File: config.mk
export PLATFORM = sky130hd
export DESIGN_NAME = a2d_sched
export DESIGN_NICKNAME = d
export VERILOG_FILES = /design/src/rtl/a2d_sched_pkg.sv /design/src/rtl/a2d_chan_xfer.sv /design/src/rtl/a2d_sched.sv
export SDC_FILE = /design/constraint.sdc
export NUM_CORES = 1
export LEC_CHECK = 0
export ABC_AREA = 1
export CAP_MARGIN = 10
export CORE_MARGIN = 5
export CORE_UTILIZATION = 40
export DETAILED_ROUTE_END_ITERATION = 10
export GPL_ROUTABILITY_DRIVEN = 0
export MAX_ROUTING_LAYER = met4
export PLACE_DENSITY = 0.76
export RECOVER_POWER = 25
export SLEW_MARGIN = 20
export SYNTH_ARGS = -nofsm -noshare
export SYNTH_HDL_FRONTEND = slang
export SYNTH_HIERARCHICAL = 1
export SYNTH_SLANG_ARGS = --single-unit
File: constraint.sdc
create_clock -name clk -period 2.83 [get_ports clk]
set_input_delay 0.283 -clock clk [delete_from_list [all_inputs] [get_ports clk]]
set_output_delay 0.283 -clock clk [all_outputs]
set_load 0.03 [all_outputs]
File: src/rtl/a2d_sched_pkg.sv
// a2d_sched_pkg: shared types, channel constants and command helper for the A2D scheduler.
package a2d_sched_pkg;
    typedef enum logic [2:0] {IDLE, SEL, WAIT_SEL, GAP, RD, WAIT_RD, NEXT} state_t;
    typedef enum logic [1:0] {LFT, RGHT, STEER, BATT} chan_t;
    localparam logic [2:0] CH_LFT = 3'd0;
    localparam logic [2:0] CH_RGHT = 3'd4;
    localparam logic [2:0] CH_STEER = 3'd5;
    localparam logic [2:0] CH_BATT = 3'd6;
    function automatic logic [15:0] mk_cmd(input logic [2:0] ch);
        return {2'b00, ch, 11'h000};
    endfunction
    function automatic logic [2:0] ch_of(input chan_t c);
        return c == LFT ? CH_LFT : c == RGHT ? CH_RGHT : c == STEER ? CH_STEER : CH_BATT;
    endfunction
endpackage

File: src/rtl/a2d_chan_xfer.sv
// a2d_chan_xfer: select-then-read SPI transfer pair for one channel, with per-transfer timeout.
module a2d_chan_xfer
    import a2d_sched_pkg::*;
#(
    parameter int TMO = 1024
) (
    input  logic        clk,
    input  logic        rst,
    input  logic        start,
    input  logic [2:0]  ch,
    input  logic        done,
    input  logic [15:0] rd_data,
    output logic        wrt,
    output logic [15:0] cmd,
    output logic [11:0] res,
    output logic        res_vld,
    output logic        tmo
);
    localparam int TW = $clog2(TMO + 1);
    localparam logic [TW-1:0] TLIM = TW'(TMO - 1);
    state_t st;
    logic [TW-1:0] cnt;
    logic unused_hi;
    assign unused_hi = ^rd_data[15:12];
    assign res = rd_data[11:0];
    // the result is taken on the very edge that done arrives
    assign res_vld = st == WAIT_RD && done;
    always_ff @(posedge clk) begin
        if (rst) begin
            st <= IDLE;
            wrt <= 1'b0;
            cmd <= '0;
            cnt <= '0;
            tmo <= 1'b0;
        end else begin
            wrt <= 1'b0;
            tmo <= 1'b0;
            cnt <= cnt + 1'b1;
            unique case (st)
                IDLE: if (start) begin
                    st <= SEL;
                    wrt <= 1'b1;
                    cmd <= mk_cmd(ch);
                    cnt <= '0;
                end
                SEL: st <= WAIT_SEL;
                WAIT_SEL: if (done) st <= GAP;
                    else if (cnt == TLIM) begin
                        st <= IDLE;
                        tmo <= 1'b1;
                    end
                GAP: begin
                    st <= RD;
                    wrt <= 1'b1;
                    cnt <= '0;
                end
                RD: st <= WAIT_RD;
                WAIT_RD: if (done) st <= IDLE;
                    else if (cnt == TLIM) begin
                        st <= IDLE;
                        tmo <= 1'b1;
                    end
                default: st <= IDLE;
            endcase
        end
    end
endmodule

File: src/rtl/a2d_sched.sv
// a2d_sched: round-robin scheduler sharing one A2D SPI master among load cells, steering pot and battery.
module a2d_sched
    import a2d_sched_pkg::*;
#(
    parameter int BATT_DIV = 8,
    parameter int TMO = 1024
) (
    input  logic        clk,
    input  logic        rst,
    input  logic        nxt,
    output logic        wrt,
    output logic [15:0] cmd,
    input  logic        done,
    input  logic [15:0] rd_data,
    output logic [11:0] lft_ld,
    output logic [11:0] rght_ld,
    output logic [11:0] steer_pot,
    output logic [11:0] batt,
    output logic        vld,
    output logic        busy,
    output logic        err
);
    localparam int BW = BATT_DIV > 1 ? $clog2(BATT_DIV) : 1;
    localparam logic [BW-1:0] BMAX = BW'(BATT_DIV - 1);
    state_t st;
    chan_t idx, nidx;
    logic pend, last, start, res_vld, tmo;
    logic [BW-1:0] batt_cnt;
    logic [11:0] res;
    logic [2:0] ch;
    logic [11:0] res_q [4];
    // the battery is appended to the round only when its divider has wrapped
    always_comb begin
        nidx = chan_t'(idx + 2'd1);
        last = idx == BATT || (idx == STEER && batt_cnt != '0);
        start = (st == IDLE && (nxt || pend)) || (st == NEXT && !last);
        ch = ch_of(st == IDLE ? LFT : nidx);
    end
    a2d_chan_xfer #(.TMO(TMO)) u_xfer (
        .clk(clk),
        .rst(rst),
        .start(start),
        .ch(ch),
        .done(done),
        .rd_data(rd_data),
        .wrt(wrt),
        .cmd(cmd),
        .res(res),
        .res_vld(res_vld),
        .tmo(tmo)
    );
    assign err = tmo;
    assign lft_ld = res_q[LFT];
    assign rght_ld = res_q[RGHT];
    assign steer_pot = res_q[STEER];
    assign batt = res_q[BATT];
    always_ff @(posedge clk) begin
        if (rst) begin
            st <= IDLE;
            idx <= LFT;
            pend <= 1'b0;
            busy <= 1'b0;
            vld <= 1'b0;
            batt_cnt <= '0;
            res_q <= '{default: '0};
        end else begin
            vld <= 1'b0;
            if (nxt && busy) pend <= 1'b1;
            unique case (st)
                IDLE: if (nxt || pend) begin
                    pend <= 1'b0;
                    idx <= LFT;
                    busy <= 1'b1;
                    st <= SEL;
                end
                SEL: if (res_vld) begin
                    res_q[idx] <= res;
                    st <= NEXT;
                end else if (tmo) begin
                    busy <= 1'b0;
                    st <= IDLE;
                end
                NEXT: if (last) begin
                    vld <= 1'b1;
                    batt_cnt <= batt_cnt == BMAX ? '0 : batt_cnt + 1'b1;
                    busy <= 1'b0;
                    st <= IDLE;
                end else begin
                    idx <= nidx;
                    st <= SEL;
                end
                default: st <= IDLE;
            endcase
        end
    end
endmodule
==> impl_results.html, run 1 <==
<table>
<tr><th>Metric</th><th>Value</th></tr>
<tr><th colspan="2">STA</th></tr>
<tr><td>Final setup violating endpoints</td><td>0</td></tr>
<tr><td>Maximum frequency from static timing analysis</td><td>437 MHz</td></tr>
<tr><td>Unrepaired setup endpoints after global routing</td><td>no</td></tr>
<tr><td>Worst slew pin tran</td><td>roughly 0.79 ns</td></tr>
<tr><td>Number of endpoints with negative hold slack in the final report</td><td>0</td></tr>
<tr><td>Final worst path period share</td><td>0.808</td></tr>
<tr><td>Slew Viols, Final</td><td>0</td></tr>
<tr><td>Time the final worst path needs with I/O delays and setup</td><td>around 2.3 ns</td></tr>
<tr><td>Final-layout setup total negative slack</td><td>0 ns</td></tr>
<tr><td>Skew final</td><td>roughly 0.0075 ns</td></tr>
<tr><td>Worst slew margin relative to its limit</td><td>0.474</td></tr>
<tr><th colspan="2">GRT</th></tr>
<tr><td>Initial antenna violation count</td><td>0</td></tr>
<tr><td>Largest net degree at the start of global routing</td><td>37</td></tr>
<tr><td>First-pass GRT wire length</td><td>13100 um</td></tr>
<tr><td>Vias in the first global route</td><td>about 2800</td></tr>
<tr><td>Total Routing Usage GR</td><td>0.163</td></tr>
<tr><td>Grt total ovfl</td><td>0</td></tr>
<tr><th colspan="2">Floorplanning</th></tr>
<tr><td>Row Count</td><td>34</td></tr>
<tr><td>Die Height</td><td>around 100 um</td></tr>
<tr><td>Initial core utilization</td><td>0.404</td></tr>
<tr><td>Die Wd</td><td>between 100 and 150 um</td></tr>
<tr><td>Area of the core region</td><td>roughly 0.0086 mm^2</td></tr>
<tr><td>I/O pin count</td><td>approximately 90</td></tr>
<tr><td>Die Outline Area</td><td>~0.011 mm^2</td></tr>
<tr><th colspan="2">Power</th></tr>
<tr><td>Total power</td><td>around 2.3 mW</td></tr>
<tr><td>Pwr/cell area</td><td>around 540 mW/mm^2</td></tr>
<tr><td>Highest ir drop seen on vdd</td><td>roughly 300 uV</td></tr>
<tr><td>Cell leakage power</td><td>between 1.5 and 2 nW</td></tr>
<tr><th colspan="2">Hold path</th></tr>
<tr><td>Hold depth</td><td>2</td></tr>
<tr><td>HP Class</td><td>in2reg</td></tr>
<tr><th colspan="2">Routing</th></tr>
<tr><td>Total iterations of the first detailed-routing run</td><td>4</td></tr>
<tr><td>WL per Instance</td><td>13.5 um</td></tr>
<tr><td>Total number of vias</td><td>2957</td></tr>
<tr><td>Total detailed-routing wirelength</td><td>between 8000 and 9000 um</td></tr>
<tr><td>Count of antenna-violating nets left after detailed routing</td><td>0</td></tr>
<tr><td>Post-route DRC violation count</td><td>0</td></tr>
<tr><td>Routed vias/inst</td><td>~4.9</td></tr>
<tr><td>DR iter-0 viols</td><td>between 150 and 200</td></tr>
<tr><th colspan="2">Final layout</th></tr>
<tr><td>Area taken by flip-flops and latches</td><td>approximately 0.0015 mm^2</td></tr>
<tr><td>Layout cell share with drive strength beyond 1</td><td>0.0740</td></tr>
<tr><td>Ant diodes</td><td>0</td></tr>
<tr><td>Area used by multi-input combinational logic</td><td>about 0.0016 mm^2</td></tr>
<tr><td># nets final</td><td>between 500 and 600</td></tr>
<tr><td>Fillers</td><td>between 800 and 900</td></tr>
<tr><td>Post-route cell area</td><td>0.00424 mm^2</td></tr>
<tr><td>Synthesis-to-finish area growth</td><td>22.8%</td></tr>
<tr><th colspan="2">Logic synthesis</th></tr>
<tr><td>Syn Area/Cell</td><td>7.80 um^2</td></tr>
<tr><td>Number of distinct library cells after synthesis</td><td>33</td></tr>
<tr><td>Most frequent cell after synthesis</td><td>nand2_1</td></tr>
<tr><td>Top-area cell type share of the netlist area</td><td>0.446</td></tr>
<tr><td>Main area contributors after synthesis</td><td>dfxtp_1 45%, nand2_1 9.2%, a21oi_1 8.5%</td></tr>
<tr><td>Post-synth top area cell</td><td>dfxtp_1</td></tr>
<tr><td>Share of synthesized flip-flops with an asynchronous set or reset</td><td>0</td></tr>
<tr><td>Synthesized instance count</td><td>approximately 440</td></tr>
<tr><td>Flip-flop and latch count after synthesis</td><td>between 70 and 80</td></tr>
<tr><td>Post-synthesis instance area</td><td>roughly 0.0035 mm^2</td></tr>
<tr><td>Top post-synthesis cells by count</td><td>85 x nand2_1, 77 x dfxtp_1, 59 x a21oi_1, 56 x nand3_1, 40 x nor2_1</td></tr>
<tr><td>Total number of yosys warnings</td><td>6</td></tr>
<tr><td>Seq/Total Area, Yosys</td><td>0.446</td></tr>
<tr><td>Count of flip-flops with a built-in enable after synthesis</td><td>0</td></tr>
<tr><td>Primary flip-flop cell chosen by synthesis mapping</td><td>dfxtp_1</td></tr>
<tr><th colspan="2">Clock network</th></tr>
<tr><td>Number of buffers created by CTS</td><td>9</td></tr>
<tr><td>Later-pin clock latency in the skew report</td><td>~0.35 ns</td></tr>
<tr><td>Clock tree buffer depth</td><td>2</td></tr>
<tr><td>Clock tree from TritonCTS</td><td>yes</td></tr>
<tr><td>H-Tree Level Count</td><td>3</td></tr>
<tr><td>Clock slew seen by the registers of the worst setup and hold paths</td><td>approximately 0.080 ns</td></tr>
<tr><td>CTS Root Cell</td><td>clkbuf_8</td></tr>
<tr><td>Clock sink count</td><td>77</td></tr>
<tr><td>Post-CTS sizing</td><td>0</td></tr>
<tr><td>Number of setup buffers added after CTS</td><td>0</td></tr>
<tr><td>Hold buffer count at cts</td><td>0</td></tr>
<tr><th colspan="2">Setup path</th></tr>
<tr><td>Library cell contributing the largest single delay on the critical path</td><td>inv_1</td></tr>
<tr><td>Startpoint type of the worst setup path</td><td>flip-flop</td></tr>
<tr><td>Maximum single-stage delay on the critical path</td><td>slightly below 0.6 ns</td></tr>
<tr><td>Crit Path Class</td><td>reg2reg</td></tr>
<tr><td>Cell chain of the critical path</td><td>inv_1 -&gt; nand3_1 -&gt; nor2_1 -&gt; nand2_1 -&gt; inv_1 -&gt; nand2_1 -&gt; nand2_1 -&gt; a21oi_1</td></tr>
<tr><td>Worst Path Arrival</td><td>2.50 ns</td></tr>
<tr><td>Cell depth of the worst flop-to-flop path</td><td>8</td></tr>
<tr><td>Type of element capturing the critical path</td><td>flip-flop</td></tr>
<tr><td>Maximum fanout encountered on the critical timing path</td><td>28</td></tr>
<tr><td>Most common cell type on the critical path</td><td>nand2_1</td></tr>
<tr><td>Required time at the endpoint of the critical path</td><td>a little over 3 ns</td></tr>
<tr><th colspan="2">Job</th></tr>
<tr><td>Max Cap Violations</td><td>0</td></tr>
<tr><th colspan="2">Placement</th></tr>
<tr><td>Dpl hpwl</td><td>~6100 um</td></tr>
<tr><td>Number of buffers added on ports</td><td>70</td></tr>
<tr><td>Post-Place Cell Area</td><td>just over 0.004 mm^2</td></tr>
<tr><th colspan="2">Run status</th></tr>
<tr><td>Run status</td><td>finished clean</td></tr>
</table>
## critical path, delay by kind of cell (launching register included)
| kind | cells | cell delay, ns |
|---|---|---|
| AO/OA/AOI/OAI | 1 | 0.08 |
| buffers and inverters | 2 | 0.69 |
| flip-flops | 1 | 0.35 |
| AND/OR/NAND/NOR | 5 | 1.03 |
## registers in the layout, indices dropped and copies added, names as in the netlist
name,flops
busy,1
rght_ld,12
batt_cnt,3
vld,1
u_xfer/tmo,1
u_xfer/wrt,1
st,2
u_xfer/cmd,3
lft_ld,12
batt,12
pend,1
u_xfer/cnt,11
u_xfer/st,3
idx,2
steer_pot,12
## cell usage in the layout (no fill, tap or decap), drive strengths merged
| cell type | synthesis | final |
|---|---|---|
| a211oi | 1 | 1 |
| a21oi | 59 | 59 |
| a31oi | 1 | 1 |
| buf | 35 | 4 |
| bufinv | 0 | 1 |
| clkbuf | 9 | 12 |
| clkdlybuf4s50 | 0 | 41 |
| clkinv | 1 | 4 |
| conb | 1 | 13 |
| dfxtp | 77 | 77 |
| dlygate4sd3 | 0 | 28 |
| ha | 12 | 12 |
| inv | 29 | 29 |
| nand2 | 90 | 90 |
| nand3 | 58 | 58 |
| nand3b | 1 | 1 |
| nand4 | 1 | 1 |
| nor2 | 50 | 50 |
| nor3 | 3 | 3 |
| nor3b | 1 | 1 |
| o21ai | 8 | 8 |
| o21bai | 1 | 1 |
| o221ai | 1 | 1 |
| xnor2 | 2 | 2 |
| xor2 | 2 | 2 |
## metrics by stage
stage	hold WS [ns]	utilization	setup WS (ns)	std cells
final	0.355	0.496	0.544	608
after global routing	0.382	0.496	0.338	608
after CTS	0.355	0.498	0.593	608
after detailed placement	0.451	0.476	0.585	592
after global placement	0.442	0.476	0.602	592
after floorplan	0.352	-	1.12	455
## cells by family (layout without fill, tap and decap cells)
| kind of cell | count (synthesis) | count (layout) | share of synthesized area |
|---|---|---|---|
| adders and majority gates | 12 | 12 | 0.0435 |
| AOI/OAI and AO/OA | 71 | 71 | 0.107 |
| and+or+nand+nor | 204 | 204 | 0.277 |
| xor gates and xnor gates | 4 | 4 | 0.0101 |
| DFF | 77 | 77 | 0.446 |
| other | 1 | 13 | 0.00109 |
| buffers and inverters | 74 | 119 | 0.114 |
## routing by layer
layer / GRT usage / part of all wire / vias up
li1: - / - / 1503
met1: 0.198 / 0.42 / 1349
met2: 0.259 / 0.49 / 92
met3: 0.0271 / 0.060 / 13
met4: 0.0827 / 0.024 / 0
met5: - / 0 / -
## cell type report
class	count	share of cell area
clock buffers	12	0.0319
clock inverters	4	0.0115
inverters	30	0.0265
multi-input cells	304	0.365
flip-flops and latches	77	0.363
well taps	108	0.0319
repair buffers	73	0.169
## power by group
group / switching (mW) / leakage (nW) / internal (mW) / total [mW]
combinational: 0.227 / 0.960 / 0.110 / 0.337
clock: 0.394 / 0.0943 / 0.407 / 0.801
sequential: 0.0323 / 0.622 / 1.12 / 1.15
total: 0.653 / 1.68 / 1.64 / 2.29
## path summary, 6_finish.rpt
| path | start | to | slack, ns |
|---|---|---|---|
| min | rst | vld | 0.36 |
| max | u_xfer/st[1] | batt[7] | 0.54 |
| min reg2reg | batt[4] | batt[4] | 0.46 |
| max reg2reg | u_xfer/st[1] | batt[7] | 0.54 |
(Power assumes the default switching activity.)
==> inputs of run 2 (changes only) <==
clock period = 2.25 ns   (was 2.83 ns; I/O delays follow)
==> run 2 against run 1 <==
  * Setup slack worse by 0.22 ns
  * Via count is 1.1% higher
  * Wire length is 0.52% higher
  * Register-to-register slack worse by 0.22 ns
  * Sequential share of layout area is 0.32 points lower
  * Highest routed layer unchanged
  * Clock power is 34% higher
  * Sequential cell count stayed put
  * Final cell count is 0.49% higher
  * Clock skew is 0.0057 ns higher
  * Combinational power is 28% higher
==> impl_results.html, run 2 (synthesis results as in run 1) <==
<table>
<tr><th>Metric</th><th>Value</th></tr>
<tr><th colspan="2">Final layout</th></tr>
<tr><td># nets final</td><td>530</td></tr>
<tr><td>Synthesis-to-finish area growth</td><td>24.0%</td></tr>
<tr><td>Ant diodes</td><td>0</td></tr>
<tr><td>Most common library cell in the layout ignoring fill and taps</td><td>nand2_1</td></tr>
<tr><td>Commonest cells after routing, fill and taps aside</td><td>85 x nand2_1, 76 x dfxtp_1, 59 x a21oi_1, 57 x nand3_1, 49 x clkdlybuf4s50_1</td></tr>
<tr><td>Fillers</td><td>roughly 840</td></tr>
<tr><td>Layout cell share with drive strength beyond 1</td><td>0.0895</td></tr>
<tr><th colspan="2">Floorplanning</th></tr>
<tr><td>Initial core utilization</td><td>0.404</td></tr>
<tr><td>I/O pin count</td><td>88</td></tr>
<tr><td>Die Outline Area</td><td>roughly 0.011 mm^2</td></tr>
<tr><td>Die Height</td><td>103 um</td></tr>
<tr><td>Area of the core region</td><td>around 0.0086 mm^2</td></tr>
<tr><td>Die Wd</td><td>slightly above 100 um</td></tr>
<tr><td>Row Count</td><td>34</td></tr>
<tr><th colspan="2">GRT</th></tr>
<tr><td>Largest net degree at the start of global routing</td><td>between 40 and 50</td></tr>
<tr><td>Initial antenna violation count</td><td>0</td></tr>
<tr><td>Total Routing Usage GR</td><td>0.164</td></tr>
<tr><td>First-pass GRT wire length</td><td>approximately 13000 um</td></tr>
<tr><td>Grt total ovfl</td><td>0</td></tr>
<tr><td>Vias in the first global route</td><td>2759</td></tr>
<tr><th colspan="2">Clock network</th></tr>
<tr><td>H-Tree Level Count</td><td>3</td></tr>
<tr><td>Clock slew seen by the registers of the worst setup and hold paths</td><td>roughly 0.08 ns</td></tr>
<tr><td>Later-pin clock latency in the skew report</td><td>roughly 0.35 ns</td></tr>
<tr><td>Number of buffers created by CTS</td><td>9</td></tr>
<tr><td>Hold buffer count at cts</td><td>0</td></tr>
<tr><td>Clock tree buffer depth</td><td>2</td></tr>
<tr><td>CTS Root Cell</td><td>clkbuf_8</td></tr>
<tr><td>Clock sink count</td><td>just under 80</td></tr>
<tr><td>Clock tree from TritonCTS</td><td>yes</td></tr>
<tr><th colspan="2">STA</th></tr>
<tr><td>Final-layout setup total negative slack</td><td>0 ns</td></tr>
<tr><td>Unrepaired setup endpoints after global routing</td><td>no</td></tr>
<tr><td>Slew Viols, Final</td><td>0</td></tr>
<tr><td>Maximum frequency from static timing analysis</td><td>roughly 520 MHz</td></tr>
<tr><td>Skew final</td><td>about 0.013 ns</td></tr>
<tr><td>Final setup violating endpoints</td><td>0</td></tr>
<tr><td>Number of endpoints with negative hold slack in the final report</td><td>0</td></tr>
<tr><td>Time the final worst path needs with I/O delays and setup</td><td>roughly 1.9 ns</td></tr>
<tr><td>Final worst path period share</td><td>0.855</td></tr>
<tr><th colspan="2">Power</th></tr>
<tr><td>Internal power</td><td>about 2.1 mW</td></tr>
<tr><td>Reported net switching power</td><td>~0.87 mW</td></tr>
<tr><td>Pwr/cell area</td><td>roughly 690 mW/mm^2</td></tr>
<tr><td>Logic pwr share</td><td>0.146</td></tr>
<tr><td>Clock Power Share</td><td>0.364</td></tr>
<tr><td>Switching Fraction</td><td>0.295</td></tr>
<tr><td>Cell leakage power</td><td>between 1.5 and 2 nW</td></tr>
<tr><td>Highest ir drop seen on vdd</td><td>~340 uV</td></tr>
<tr><td>Sequential cell fraction of total power</td><td>0.491</td></tr>
<tr><td>Total power</td><td>around 3 mW</td></tr>
<tr><th colspan="2">Setup path</th></tr>
<tr><td>Required time at the endpoint of the critical path</td><td>~2.5 ns</td></tr>
<tr><td>Startpoint type of the worst setup path</td><td>flip-flop</td></tr>
<tr><td>Type of element capturing the critical path</td><td>flip-flop</td></tr>
<tr><td>Maximum fanout encountered on the critical timing path</td><td>10</td></tr>
<tr><td>Worst Path Arrival</td><td>approximately 2.2 ns</td></tr>
<tr><td>Crit Path Class</td><td>reg2reg</td></tr>
<tr><th colspan="2">Routing</th></tr>
<tr><td>Post-route DRC violation count</td><td>0</td></tr>
<tr><td>Routed vias/inst</td><td>4.90</td></tr>
<tr><td>Total detailed-routing wirelength</td><td>a little over 8000 um</td></tr>
<tr><td>Total iterations of the first detailed-routing run</td><td>4</td></tr>
<tr><td>DR iter-0 viols</td><td>206</td></tr>
<tr><td>Count of antenna-violating nets left after detailed routing</td><td>0</td></tr>
<tr><td>Total number of vias</td><td>2991</td></tr>
<tr><td>WL per Instance</td><td>around 14 um</td></tr>
<tr><th colspan="2">Placement</th></tr>
<tr><td>Number of buffers added on ports</td><td>70</td></tr>
<tr><td>Dpl hpwl</td><td>slightly above 6000 um</td></tr>
<tr><th colspan="2">Run status</th></tr>
<tr><td>Run status</td><td>finished clean</td></tr>
<tr><th colspan="2">Hold path</th></tr>
<tr><td>HP Class</td><td>in2reg</td></tr>
<tr><th colspan="2">Job</th></tr>
<tr><td>Max Cap Violations</td><td>0</td></tr>
</table>
-- run 2: changes by cell type in the layout (fill, tap and decap cells not counted) --
| cell | previous run | this run |
|---|---|---|
| inv_2 | 2 | 3 |
| clkbuf_1 | 3 | 0 |
| clkinv_4 | 1 | 0 |
| dlygate4sd3_1 | 28 | 20 |
| dfxtp_2 | 0 | 1 |
| clkdlybuf4s50_1 | 41 | 49 |
| dfxtp_1 | 77 | 76 |
| buf_4 | 3 | 6 |
| inv_6 | 0 | 3 |
| inv_1 | 27 | 26 |
| inv_8 | 0 | 1 |
-- run 2: layer usage --
metal | vias to the layer above | share of wire | GRT usage
met4 | 0 | 0.025 | 0.0627
li1 | 1515 | - | -
met2 | 92 | 0.49 | 0.254
met3 | 16 | 0.064 | 0.0453
met5 | - | 0 | -
met1 | 1368 | 0.42 | 0.204
-- run 2: cell type report --
type                       count  area [um^2]  area share
multi-input combinational    304         1550       0.362
clock inverter                 7         77.6      0.0181
clock buffer                   9          124      0.0289
sequential                    77         1540       0.360
timing repair buffer          76          741       0.173
tap                          108          135      0.0316
inverter                      30          113      0.0263
-- run 2: worst max-delay path, cell delays in order (launching register included) --
cell,delay (ns)
dfxtp_2,0.40
inv_1,0.11
ha_1,0.24
nand2_1,0.10
nand3_1,0.16
o21ai_0,0.17
inv_1,0.11
nor2_4,0.18
nor2_4,0.06
nand2_4,0.14
inv_2,0.05
nand2_1,0.07
nor2_2,0.03
-- run 2: path summary, 6_finish.rpt --
kind / start / endpoint / slack [ns] / depth (start not counted)
max: idx[0] / u_xfer/cnt[7] / 0.33 / 12
min: rst / vld / 0.26 / 2
max reg2reg: idx[0] / u_xfer/cnt[7] / 0.33 / 12
min reg2reg: rght_ld[1] / rght_ld[1] / 0.46 / 2
-- run 2: per-stage QoR --
stage                     worst slack, ns  instance area (um^2)  hold slack, ns  utilization  instances
final                               0.327                  4280           0.261        0.501        611
after global routing                0.126                  4280           0.264        0.501        611
after CTS                           0.208                  4290           0.255        0.502        611
after detailed placement            0.215                  4090           0.451        0.479        595
after global placement              0.315                  4090           0.446        0.479        595
after floorplan                     0.539                  3500           0.294            -        455
-- run 2: power groups by stage --
stage,Clock (mW),Combinational (mW),Sequential [mW]
final,1.07,0.430,1.45
after detailed placement,0,0.432,1.48
after CTS,1.10,0.435,1.45
after global routing,1.18,0.473,1.45
after global placement,0,0.422,1.48
after floorplan,0,0.303,1.51
-- run 2: what timing repair did --
| action | 4_1_cts | 5_1_grt |
|---|---|---|
| gates resized for setup | 0 | 1 |
| buffers inserted | 0 | 0 |
| setup endpoints to repair | 0 | 1 |
